## src/rtl/reg_write_arbiter_amisha_pkg.sv

```systemverilog
// Shared types and the round-robin pick helper for reg_write_arbiter_amisha.
// Optional per-requester pointer lock is enabled with REG_ARB_LOCK_EN.
package reg_arb_amisha_pkg;

  localparam int unsigned MAX_NREQ = 8;

  typedef enum logic [0:0] {
    ST_IDLE = 1'b0,
    ST_ACK  = 1'b1
  } state_t;

  // First set request at or above ptr, wrapping nreq-1 -> 0; caller guarantees req != 0.
  function automatic int unsigned rr_pick(input logic [MAX_NREQ-1:0] req,
                                          input int unsigned ptr,
                                          input int unsigned nreq);
    int unsigned winner;
    logic        found;
    winner = 0;
    found  = 1'b0;
    for (int unsigned k = 0; k < MAX_NREQ; k++) begin
      int unsigned idx;
      idx = ptr + k;
      if (idx >= nreq) idx = idx - nreq;
      if (k < nreq && !found && req[idx]) begin
        winner = idx;
        found  = 1'b1;
      end
    end
    return winner;
  endfunction

endpackage

```

## src/rtl/reg_write_arbiter_amisha_if.sv

```systemverilog
// Requester-side bus of the shared holding register; master = requesters, slave = arbiter.
// lock_amisha exists only when REG_ARB_LOCK_EN is defined.
interface reg_write_arbiter_amisha_if #(
  parameter int NREQ  = 4,
  parameter int WIDTH = 8,
  parameter int IDW   = $clog2(NREQ)
);
  logic [NREQ-1:0]       req_amisha;
  logic [NREQ*WIDTH-1:0] d_amisha;
`ifdef REG_ARB_LOCK_EN
  logic [NREQ-1:0]       lock_amisha;
`endif
  logic [NREQ-1:0]       gnt_amisha;
  logic [WIDTH-1:0]      q_amisha;
  logic [IDW-1:0]        wr_id_amisha;
  logic                  busy_amisha;

  modport master (
    output req_amisha, d_amisha,
`ifdef REG_ARB_LOCK_EN
    output lock_amisha,
`endif
    input  gnt_amisha, q_amisha, wr_id_amisha, busy_amisha
  );

  modport slave (
    input  req_amisha, d_amisha,
`ifdef REG_ARB_LOCK_EN
    input  lock_amisha,
`endif
    output gnt_amisha, q_amisha, wr_id_amisha, busy_amisha
  );
endinterface

```

## src/rtl/reg_write_arbiter_amisha_sync.sv

```systemverilog
// WIDTH-bit holding register with synchronous active-high reset and load enable.
module reg_sync_amisha #(
  parameter int WIDTH = 8
) (
  input  logic             clk_amisha,
  input  logic             reset_amisha,
  input  logic             en,
  input  logic [WIDTH-1:0] d,
  output logic [WIDTH-1:0] q
);
  always_ff @(posedge clk_amisha) begin
    if (reset_amisha)  q <= '0;
    else if (en)       q <= d;
  end
endmodule

```

## src/rtl/reg_write_arbiter_amisha.sv

```systemverilog
// Round-robin write arbiter in front of one shared holding register (IDLE/ACK FSM).
// Define REG_ARB_LOCK_EN to let a locked winner keep top priority.
module reg_write_arbiter_amisha
  import reg_arb_amisha_pkg::*;
#(
  parameter int NREQ  = 4,
  parameter int WIDTH = 8,
  localparam int IDW  = $clog2(NREQ)
) (
  input logic                        clk_amisha,
  input logic                        reset_amisha,
  reg_write_arbiter_amisha_if.slave  bus
);
  state_t               state;
  logic [IDW-1:0]       ptr;
  logic [MAX_NREQ-1:0]  req_ext;
  int unsigned          pick;
  logic [IDW-1:0]       win;
  logic                 any_req;
  logic                 capture;
  logic [IDW-1:0]       ptr_next;
  logic [WIDTH-1:0]     win_data;

  always_comb begin
    req_ext           = '0;
    req_ext[NREQ-1:0] = bus.req_amisha;
  end

  assign any_req  = |bus.req_amisha;
  assign pick     = rr_pick(req_ext, 32'(ptr), NREQ);
  assign win      = IDW'(pick);
  assign capture  = (state == ST_IDLE) && any_req;
  assign win_data = bus.d_amisha[win*WIDTH +: WIDTH];

  always_comb begin
    ptr_next = (win == IDW'(NREQ - 1)) ? '0 : win + 1'b1;
`ifdef REG_ARB_LOCK_EN
    if (bus.lock_amisha[win]) ptr_next = win;
`endif
  end

  always_ff @(posedge clk_amisha) begin
    if (reset_amisha) begin
      state            <= ST_IDLE;
      ptr              <= '0;
      bus.gnt_amisha   <= '0;
      bus.wr_id_amisha <= '0;
      bus.busy_amisha  <= 1'b0;
    end else begin
      case (state)
        ST_IDLE: begin
          if (any_req) begin
            bus.gnt_amisha   <= NREQ'(1) << win;
            bus.wr_id_amisha <= win;
            bus.busy_amisha  <= 1'b1;
            ptr              <= ptr_next;
            state            <= ST_ACK;
          end else begin
            bus.gnt_amisha  <= '0;
            bus.busy_amisha <= 1'b0;
          end
        end
        default: begin
          bus.gnt_amisha  <= '0;
          bus.busy_amisha <= 1'b0;
          state           <= ST_IDLE;
        end
      endcase
    end
  end

  reg_sync_amisha #(.WIDTH(WIDTH)) u_q (
    .clk_amisha   (clk_amisha),
    .reset_amisha (reset_amisha),
    .en           (capture),
    .d            (win_data),
    .q            (bus.q_amisha)
  );
endmodule

```

## src/flat_wrapper.sv

```systemverilog
// flat-port wrapper written by rule: the top's interface ports become plain ports
module reg_write_arbiter_amisha_flat import reg_arb_amisha_pkg::*;
#(
  parameter int NREQ  = 4,
  parameter int WIDTH = 8,
  localparam int IDW  = $clog2(NREQ)
)
  (clk_amisha, reset_amisha, bus_req_amisha, bus_d_amisha, bus_gnt_amisha, bus_q_amisha, bus_wr_id_amisha, bus_busy_amisha);
  reg_write_arbiter_amisha_if #(.NREQ(NREQ), .WIDTH(WIDTH)) bus_i ();
  input logic clk_amisha;
  input logic reset_amisha;
  input wire logic [$bits(bus_i.req_amisha)-1:0] bus_req_amisha;
  input wire logic [$bits(bus_i.d_amisha)-1:0] bus_d_amisha;
  output wire logic [$bits(bus_i.gnt_amisha)-1:0] bus_gnt_amisha;
  output wire logic [$bits(bus_i.q_amisha)-1:0] bus_q_amisha;
  output wire logic [$bits(bus_i.wr_id_amisha)-1:0] bus_wr_id_amisha;
  output wire logic [$bits(bus_i.busy_amisha)-1:0] bus_busy_amisha;
  assign bus_i.req_amisha = bus_req_amisha;
  assign bus_i.d_amisha = bus_d_amisha;
  assign bus_gnt_amisha = bus_i.gnt_amisha;
  assign bus_q_amisha = bus_i.q_amisha;
  assign bus_wr_id_amisha = bus_i.wr_id_amisha;
  assign bus_busy_amisha = bus_i.busy_amisha;
  reg_write_arbiter_amisha #(.NREQ(NREQ), .WIDTH(WIDTH)) u_core (.clk_amisha(clk_amisha), .reset_amisha(reset_amisha), .bus(bus_i));
endmodule
```

## config.mk

```make
export PLATFORM = sky130hd
export DESIGN_NAME = reg_write_arbiter_amisha_flat
export DESIGN_NICKNAME = d
export VERILOG_FILES = /design/src/rtl/reg_write_arbiter_amisha_pkg.sv /design/src/rtl/reg_write_arbiter_amisha_if.sv /design/src/rtl/reg_write_arbiter_amisha_sync.sv /design/src/rtl/reg_write_arbiter_amisha.sv /design/src/flat_wrapper.sv
export SDC_FILE = /design/constraint.sdc
export NUM_CORES = 1
export LEC_CHECK = 0
export CORE_ASPECT_RATIO = 2
export CORE_UTILIZATION = 46
export DETAILED_ROUTE_END_ITERATION = 12
export PLACE_DENSITY = 0.85
export SLEW_MARGIN = 20
export SYNTH_ARGS = -nofsm -noshare
export SYNTH_HDL_FRONTEND = slang
export SYNTH_SLANG_ARGS = --single-unit
```

## constraint.sdc

```tcl
create_clock -name clk_amisha -period 5.59 [get_ports clk_amisha]
set_input_delay 1.3975 -clock clk_amisha [delete_from_list [all_inputs] [get_ports clk_amisha]]
set_output_delay 1.3975 -clock clk_amisha [all_outputs]
set_load 0.005 [all_outputs]
```

==> run summary, run 1 <==
Worst Path Required - 5.76 ns
root buffer cell - clkbuf_8
Synth warnings - 0
share of layout cells above drive strength 1 - 0.1604
Port Buffers - 52
critical path peak fanout - 18
Syn-to-layout area delta - 37.79%
Detailed Route Iter0 Violations - 35
Final Hold Viols - 0
register bit total from synthesis - 17
post-place setup slack - 1.470 ns
Final ANT Viol Nets - 0
Final setup viols - 0
Initial Util - 0.4962
kind of critical path - in2reg
H-tree depth - 1
Max Cap Viol - 0
GR Util All Layers - 0.2648
Post-synth ARST share - 0
DP Wirelength - 2671 um
Crit. End Element - flip-flop
Slew @ Worst Pin - 0.8389 ns
first-pass GRT wire length - 5733 um
CTS max path bufs - 2
FF-to-FF path depth - 9
Final WS setup - 1.666 ns
Placed Area - 1733 um^2
Setup Buffers After CTS - 0
Core ar. - 2603 um^2
Routability Congestion - 0.7640
DR pass1 iterations - 4
post-synth top area cell - dfxtp_1
Die ar. - 3036 um^2
Seq/Total Area, Yosys - 0.2636
Lkg Pwr - 0.6919 nW
clk slew on worst S/H paths - 0.07 ns
Top FF cell, synth - dfxtp_1
PwrDens - 541.5 nW/um^2
chip height - 76.93 um
ANT cells - 0
largest vdd supply drop - 0.3140 mV
DR vias - 1279
fmax - 254.8 MHz
Clk Latency, worst-skew pair - 0.26 ns
# rows - 26
status - finished clean
Worst Path Arrival - 4.10 ns
Detailed Route WL - 3616 um
Slew headroom - 0.4407
CTS Buf Count - 3
Vias/cell - 5.949
Final Max Tran Viols - 0
Post-synth EDFFs - 0
post-CTS sizing - 0
HP Class - reg2reg
Post-CTS Hold Buffers - 0
vias in the first global route - 1275
WHS Path Cells - 2
Overflow after GRT - 0
critical path launch point type - primary input
CTS tree - built
Synth top area share - 0.2636
post-route setup TNS - 0 ns
RSZ-0062 raised after global routing - false
clock sink count - 17
ranking of synthesized cells by area - dfxtp_1, a21o_1, o31ai_2
fin area - 1779 um^2
die span in x - 39.47 um
Tmin final - 3.924 ns
synthesized cell area - 1291 um^2
Distinct cells, synth - 41
largest net degree at the start of global routing - 19
# nets final - 227
Avg Cell Area, Syn - 8.844 um^2
Post-Syn Nets - 185
initial antenna violation count - 0
WL/cell - 16.82 um
Post-Route Skew - 0.002945 ns
# DRC - 0
period utilization - 0.7020
I/O Pins - 53
Gate Count Post-Synth - 146
## synth_stat cells, drive strengths merged, types with 2 or more instances
library cell	n
o21a	2
a221oi	2
nand3	4
mux2	2
nand2	8
a21o	14
mux4	3
o31ai	7
o21ai	4
buf	11
clkbuf	4
nand3b	8
nor3	5
nor2	13
a21oi	19
or2	3
mux2i	4
dfxtp	17
inv	3
## stage by stage
stage               power (mW)    util  cells  hold slack, ns
floorplan               0.7381       -    146          0.4783
global placement        0.8395  0.6659    211          0.4753
detailed placement      0.8615  0.6659    211          0.4876
CTS                     0.9625  0.6837    215          0.5017
global route             1.033  0.6837    215          0.5212
finish                  0.9635  0.6837    215          0.5014
## power breakdown
part | leakage [nW] | internal (mW) | switching (mW)
clock network | 0.0255 | 0.0496 | 0.0461
logic | 0.526 | 0.308 | 0.346
registers | 0.140 | 0.169 | 0.0452
## placed cells by master, fill, tap and decap left out, drive strengths merged, types with 3 or more instances in the layout
| cell type | netlist | routed |
|---|---|---|
| nand3 | 4 | 4 |
| or2 | 3 | 3 |
| nor2 | 13 | 13 |
| mux4 | 3 | 3 |
| clkbuf | 4 | 3 |
| o21ai | 4 | 4 |
| o31ai | 7 | 7 |
| nand2 | 8 | 8 |
| nand3b | 8 | 8 |
| dfxtp | 17 | 17 |
| inv | 3 | 3 |
| mux2i | 4 | 4 |
| a21o | 14 | 14 |
| a21oi | 19 | 19 |
| clkdlybuf4s50 | 0 | 52 |
| nor3 | 5 | 5 |
## cell type report
class                   instances  area (um^2)
multi-input cells             111        825.8
fillers                       233        823.3
repair buffers                 52        520.5
flip-flops and latches         17        340.3
clock buffers                   3        41.29
well taps                      28        35.03
inverters                       3        11.26
clock inverters                 1        5.005
## flip-flops by register name (all words and copies together) (netlist names)
register,count
u_core.bus.wr_id_amisha,2
u_core.u_q.q,8
u_core.bus.gnt_amisha,4
u_core.ptr,2
u_core.bus.busy_amisha,1
## metal layers
layer  global-route usage  up-vias  wire, um
li1                     -      622         -
met1               0.2878      605      1390
met2               0.4525       45      1981
met3              0.05202        7       154
met4               0.1207        0        89
met5                    0        -         0
## worst max-delay path, stage by stage
cell             delay [ns]
clkdlybuf4s50_1        0.60
mux4_2                 0.60
a211oi_2               0.30
or2_1                  0.70
a21o_1                 0.24
a21oi_2                0.04
o31ai_2                0.21
## logic make-up (layout without fill, tap and decap cells)
| kind of cell | after synthesis | count (layout) | synth area share |
|---|---|---|---|
| compound gates | 57 | 57 | 0.3537 |
| simple gates | 44 | 44 | 0.1754 |
| buf+inv | 18 | 59 | 0.09689 |
| flops | 17 | 17 | 0.2636 |
| mux | 9 | 9 | 0.1008 |
| fa+ha+maj | 1 | 1 | 0.009688 |
## path summary, 6_finish.rpt
kind	start	to	slack (ns)
worst max-delay path	bus_req_amisha[1]	u_core.u_q.q[4]$_SDFFE_PP0P_	1.67
worst min-delay path	u_core.bus.wr_id_amisha[0]$_SDFFE_PP0P_	u_core.bus.wr_id_amisha[0]$_SDFFE_PP0P_	0.50
worst max register to register	u_core.ptr[0]$_SDFFE_PP0P_	u_core.u_q.q[4]$_SDFFE_PP0P_	2.09
worst min register to register	u_core.bus.wr_id_amisha[0]$_SDFFE_PP0P_	u_core.bus.wr_id_amisha[0]$_SDFFE_PP0P_	0.50
(Power assumes the default switching activity.)
==> run 2, diff against run 1 <==
--- a/config.mk
+++ b/config.mk
@@ -6,9 +6,9 @@
 export NUM_CORES = 1
 export LEC_CHECK = 0
 export CORE_ASPECT_RATIO = 2
-export CORE_UTILIZATION = 46
+export CORE_UTILIZATION = 39
 export DETAILED_ROUTE_END_ITERATION = 12
-export PLACE_DENSITY = 0.85
+export PLACE_DENSITY = 0.77
 export SLEW_MARGIN = 20
 export SYNTH_ARGS = -nofsm -noshare
 export SYNTH_HDL_FRONTEND = slang
==> constraint.sdc (replaced) <==
create_clock -name clk_amisha -period 3.22 [get_ports clk_amisha]
set_input_delay 0.805 -clock clk_amisha [delete_from_list [all_inputs] [get_ports clk_amisha]]
set_output_delay 0.805 -clock clk_amisha [all_outputs]
set_load 0.005 [all_outputs]
==> run 2 against run 1 <==
Effect of this change:
- clock power grew 73%
- utilization fell by 9.4 points
- flip-flop and latch count stayed put
- power up 85%
- worst hold slack lost 0.0079 ns
- sequential power is 63% higher
- final cell count up 4.7%
- die area increased by 17%
- clock skew rose by 0.00062 ns
- register-to-register slack worse by 1.5 ns
- critical endpoint is now u_core.u_q.q[5]$_SDFFE_PP0P_
- largest cell class unchanged
- highest routed layer unchanged
==> run summary, run 2 (synthesis gave the netlist of run 1 again) <==
# rows - 29 (+12%)
DR pass1 iterations - 4 (unchanged)
Final setup viols - 0 (unchanged)
critical path peak fanout - 13 (-5)
Overflow after GRT - 0 (unchanged)
Worst Path Required - 3.40 ns (-2.36 ns)
vias in the first global route - 1369 (+7.4%)
CP peak stage delay - 0.57 ns (-0.13 ns)
largest vdd supply drop - 0.6228 mV (+98%)
# nets final - 234 (+3.1%)
CP max stage cell - clkdlybuf4s50_1
Worst Path Arrival - 3.13 ns (-0.97 ns)
Final Max Tran Viols - 0 (unchanged)
first-pass GRT wire length - 6044 um (+5.4%)
CTS max path bufs - 2 (unchanged)
Final Hold Viols - 0 (unchanged)
largest registers - u_core.u_q.q (8), u_core.bus.gnt_amisha (4)
ANT cells - 0 (unchanged)
worst-path cell chain - clkdlybuf4s50_1 -> mux4_2 -> a21boi_1 -> o21a_1 -> o21ai_2 -> a21o_1 -> a21oi_2 -> o31ai_2
Die ar. - 3559 um^2 (+17%)
NetSw - 777.3 uW (+78%)
combinational share of power - 0.712 (+0.034)
Sw Share - 0.4360 (-0.01759)
fmax - 338.5 MHz
Setup Buffers After CTS - 0 (unchanged)
Core ar. - 3157 um^2 (+21%)
internal cell power - 1.006 mW (+91%)
Largest Register - u_core.u_q.q
Final ANT Viol Nets - 0 (unchanged)
period utilization - 0.9174
CTS tree - built
critical path launch point type - primary input
CTS Buf Count - 3 (unchanged)
Max Cap Viol - 0 (unchanged)
Crit. End Element - flip-flop
largest net degree at the start of global routing - 19 (unchanged)
Routability Congestion - 0.9101 (+19%)
clock sink count - 17 (unchanged)
Reg power frac - 0.195 (-0.028)
Tmin final - 2.954 ns
Post-CTS Hold Buffers - 0 (unchanged)
clock share of power - 0.093 (-0.006)
Clk Latency, worst-skew pair - 0.26 ns (about the same)
Port Buffers - 52 (unchanged)
WL/cell - 16.32 um (-3.0%)
die span in x - 42.69 um (+8.2%)
post-CTS sizing - 0 (unchanged)
post-route setup TNS - 0 ns (unchanged)
I/O Pins - 53 (unchanged)
max reg flops - 8 (unchanged)
Lkg Pwr - 0.7347 nW (+6.2%)
initial antenna violation count - 0 (unchanged)
DR vias - 1305 (+2.0%)
Detailed Route Iter0 Violations - 15 (-57%)
Slew @ Worst Pin - 0.5460 ns (-0.2929 ns)
GR Util All Layers - 0.2180 (-0.04683)
# fillers - 284 (+22%)
HP Class - reg2reg
RSZ-0062 raised after global routing - false
Syn-to-layout area delta - 44.09%
# DRC - 0 (unchanged)
commonest non-fill, non-tap cell in the layout - clkdlybuf4s50_1
Slew headroom - 0.6359 (+0.1952)
Vias/cell - 5.800 (-2.5%)
kind of critical path - in2reg
PwrDens - 958.3 nW/um^2 (+77%)
chip height - 83.38 um (+8.4%)
most frequent cells in the layout - clkdlybuf4s50_1, dfxtp_1, a21o_1
share of layout cells above drive strength 1 - 0.1907 (+0.03029)
Initial Util - 0.4090 (-0.08712)
Detailed Route WL - 3671 um (+1.5%)
Final Util - 0.5894 (-0.09428)
status - finished clean
root buffer cell - clkbuf_8
Post-Route Skew - 0.003561 ns (+0.0006165 ns)
DP Wirelength - 2908 um (+8.9%)
H-tree depth - 1 (unchanged)
clk slew on worst S/H paths - 0.07 ns (about the same)
-- run 2: changes by cell type in the layout (fill, tap and decap cells not counted) --
cell | before | now
buf_12 | 0 | 2
buf_4 | 0 | 5
-- run 2: power by group through the flow --
stage | registers (mW) | clock network, mW | logic [mW]
after floorplan | 0.341 | 0 | 0.940
after global placement | 0.348 | 0 | 1.24
after detailed placement | 0.352 | 0 | 1.27
after CTS | 0.348 | 0.166 | 1.28
after global routing | 0.356 | 0.173 | 1.39
final | 0.348 | 0.166 | 1.27
-- run 2: cell type report --
| type | count | area (um^2) | share of cell area |
|---|---|---|---|
| flip-flops and latches | 17 | 340.3 | 0.1829 |
| inverters | 3 | 11.26 | 0.006052 |
| clock inverters | 1 | 5.005 | 0.002690 |
| multi-input cells | 111 | 825.8 | 0.4438 |
| clock buffers | 3 | 41.29 | 0.02219 |
| well taps | 31 | 38.79 | 0.02085 |
| repair buffers | 59 | 598.1 | 0.3215 |
-- run 2: worst paths after layout --
kind | from | endpoint | slack (ns) | depth (start not counted)
worst min-delay path | u_core.u_q.q[3]$_SDFFE_PP0P_ | u_core.u_q.q[3]$_SDFFE_PP0P_ | 0.49 | 2
worst max-delay path | bus_req_amisha[1] | u_core.u_q.q[5]$_SDFFE_PP0P_ | 0.27 | 8
worst max register to register | u_core.ptr[1]$_SDFFE_PP0P_ | u_core.u_q.q[5]$_SDFFE_PP0P_ | 0.62 | 8
worst min register to register | u_core.u_q.q[3]$_SDFFE_PP0P_ | u_core.u_q.q[3]$_SDFFE_PP0P_ | 0.49 | 2
-- run 2: layer usage --
layer	global-route usage	routed length, um	up-vias
li1	-	-	636
met1	0.2171	1342	598
met2	0.4174	2064	61
met3	0.03043	188	10
met4	0.09091	74	0
met5	0	0	-
-- run 2: metrics by stage --
| stage | std cells | hold slack, ns | power, mW | cell area, um^2 | worst slack (ns) |
|---|---|---|---|---|---|
| 6_report | 225 | 0.4935 | 1.783 | 1861 | 0.2658 |
| 5_1_grt | 225 | 0.5260 | 1.915 | 1861 | 0.1480 |
| 4_1_cts | 225 | 0.4934 | 1.792 | 1861 | 0.2439 |
| 3_5_place_dp | 221 | 0.4832 | 1.622 | 1814 | -0.01262 |
| 3_3_place_gp | 221 | 0.4753 | 1.592 | 1814 | 0.06402 |
| 2_1_floorplan | 146 | 0.4783 | 1.281 | 1291 | 0.6706 |
-- run 2: critical path: cells and delay by family --
kind | cells | cell delay [ns]
compound gates | 6 | 1.20
buf+inv | 1 | 0.57
mux | 1 | 0.54
==> run 3, diff against run 2 <==
--- a/config.mk
+++ b/config.mk
@@ -9,6 +9,7 @@
 export CORE_UTILIZATION = 39
 export DETAILED_ROUTE_END_ITERATION = 12
 export PLACE_DENSITY = 0.77
+export SKIP_CTS_REPAIR_TIMING = 1
 export SLEW_MARGIN = 20
 export SYNTH_ARGS = -nofsm -noshare
 export SYNTH_HDL_FRONTEND = slang
==> results of run 3 <==
Same layout as run 2: the final DEF is identical, and so are final timing and power.
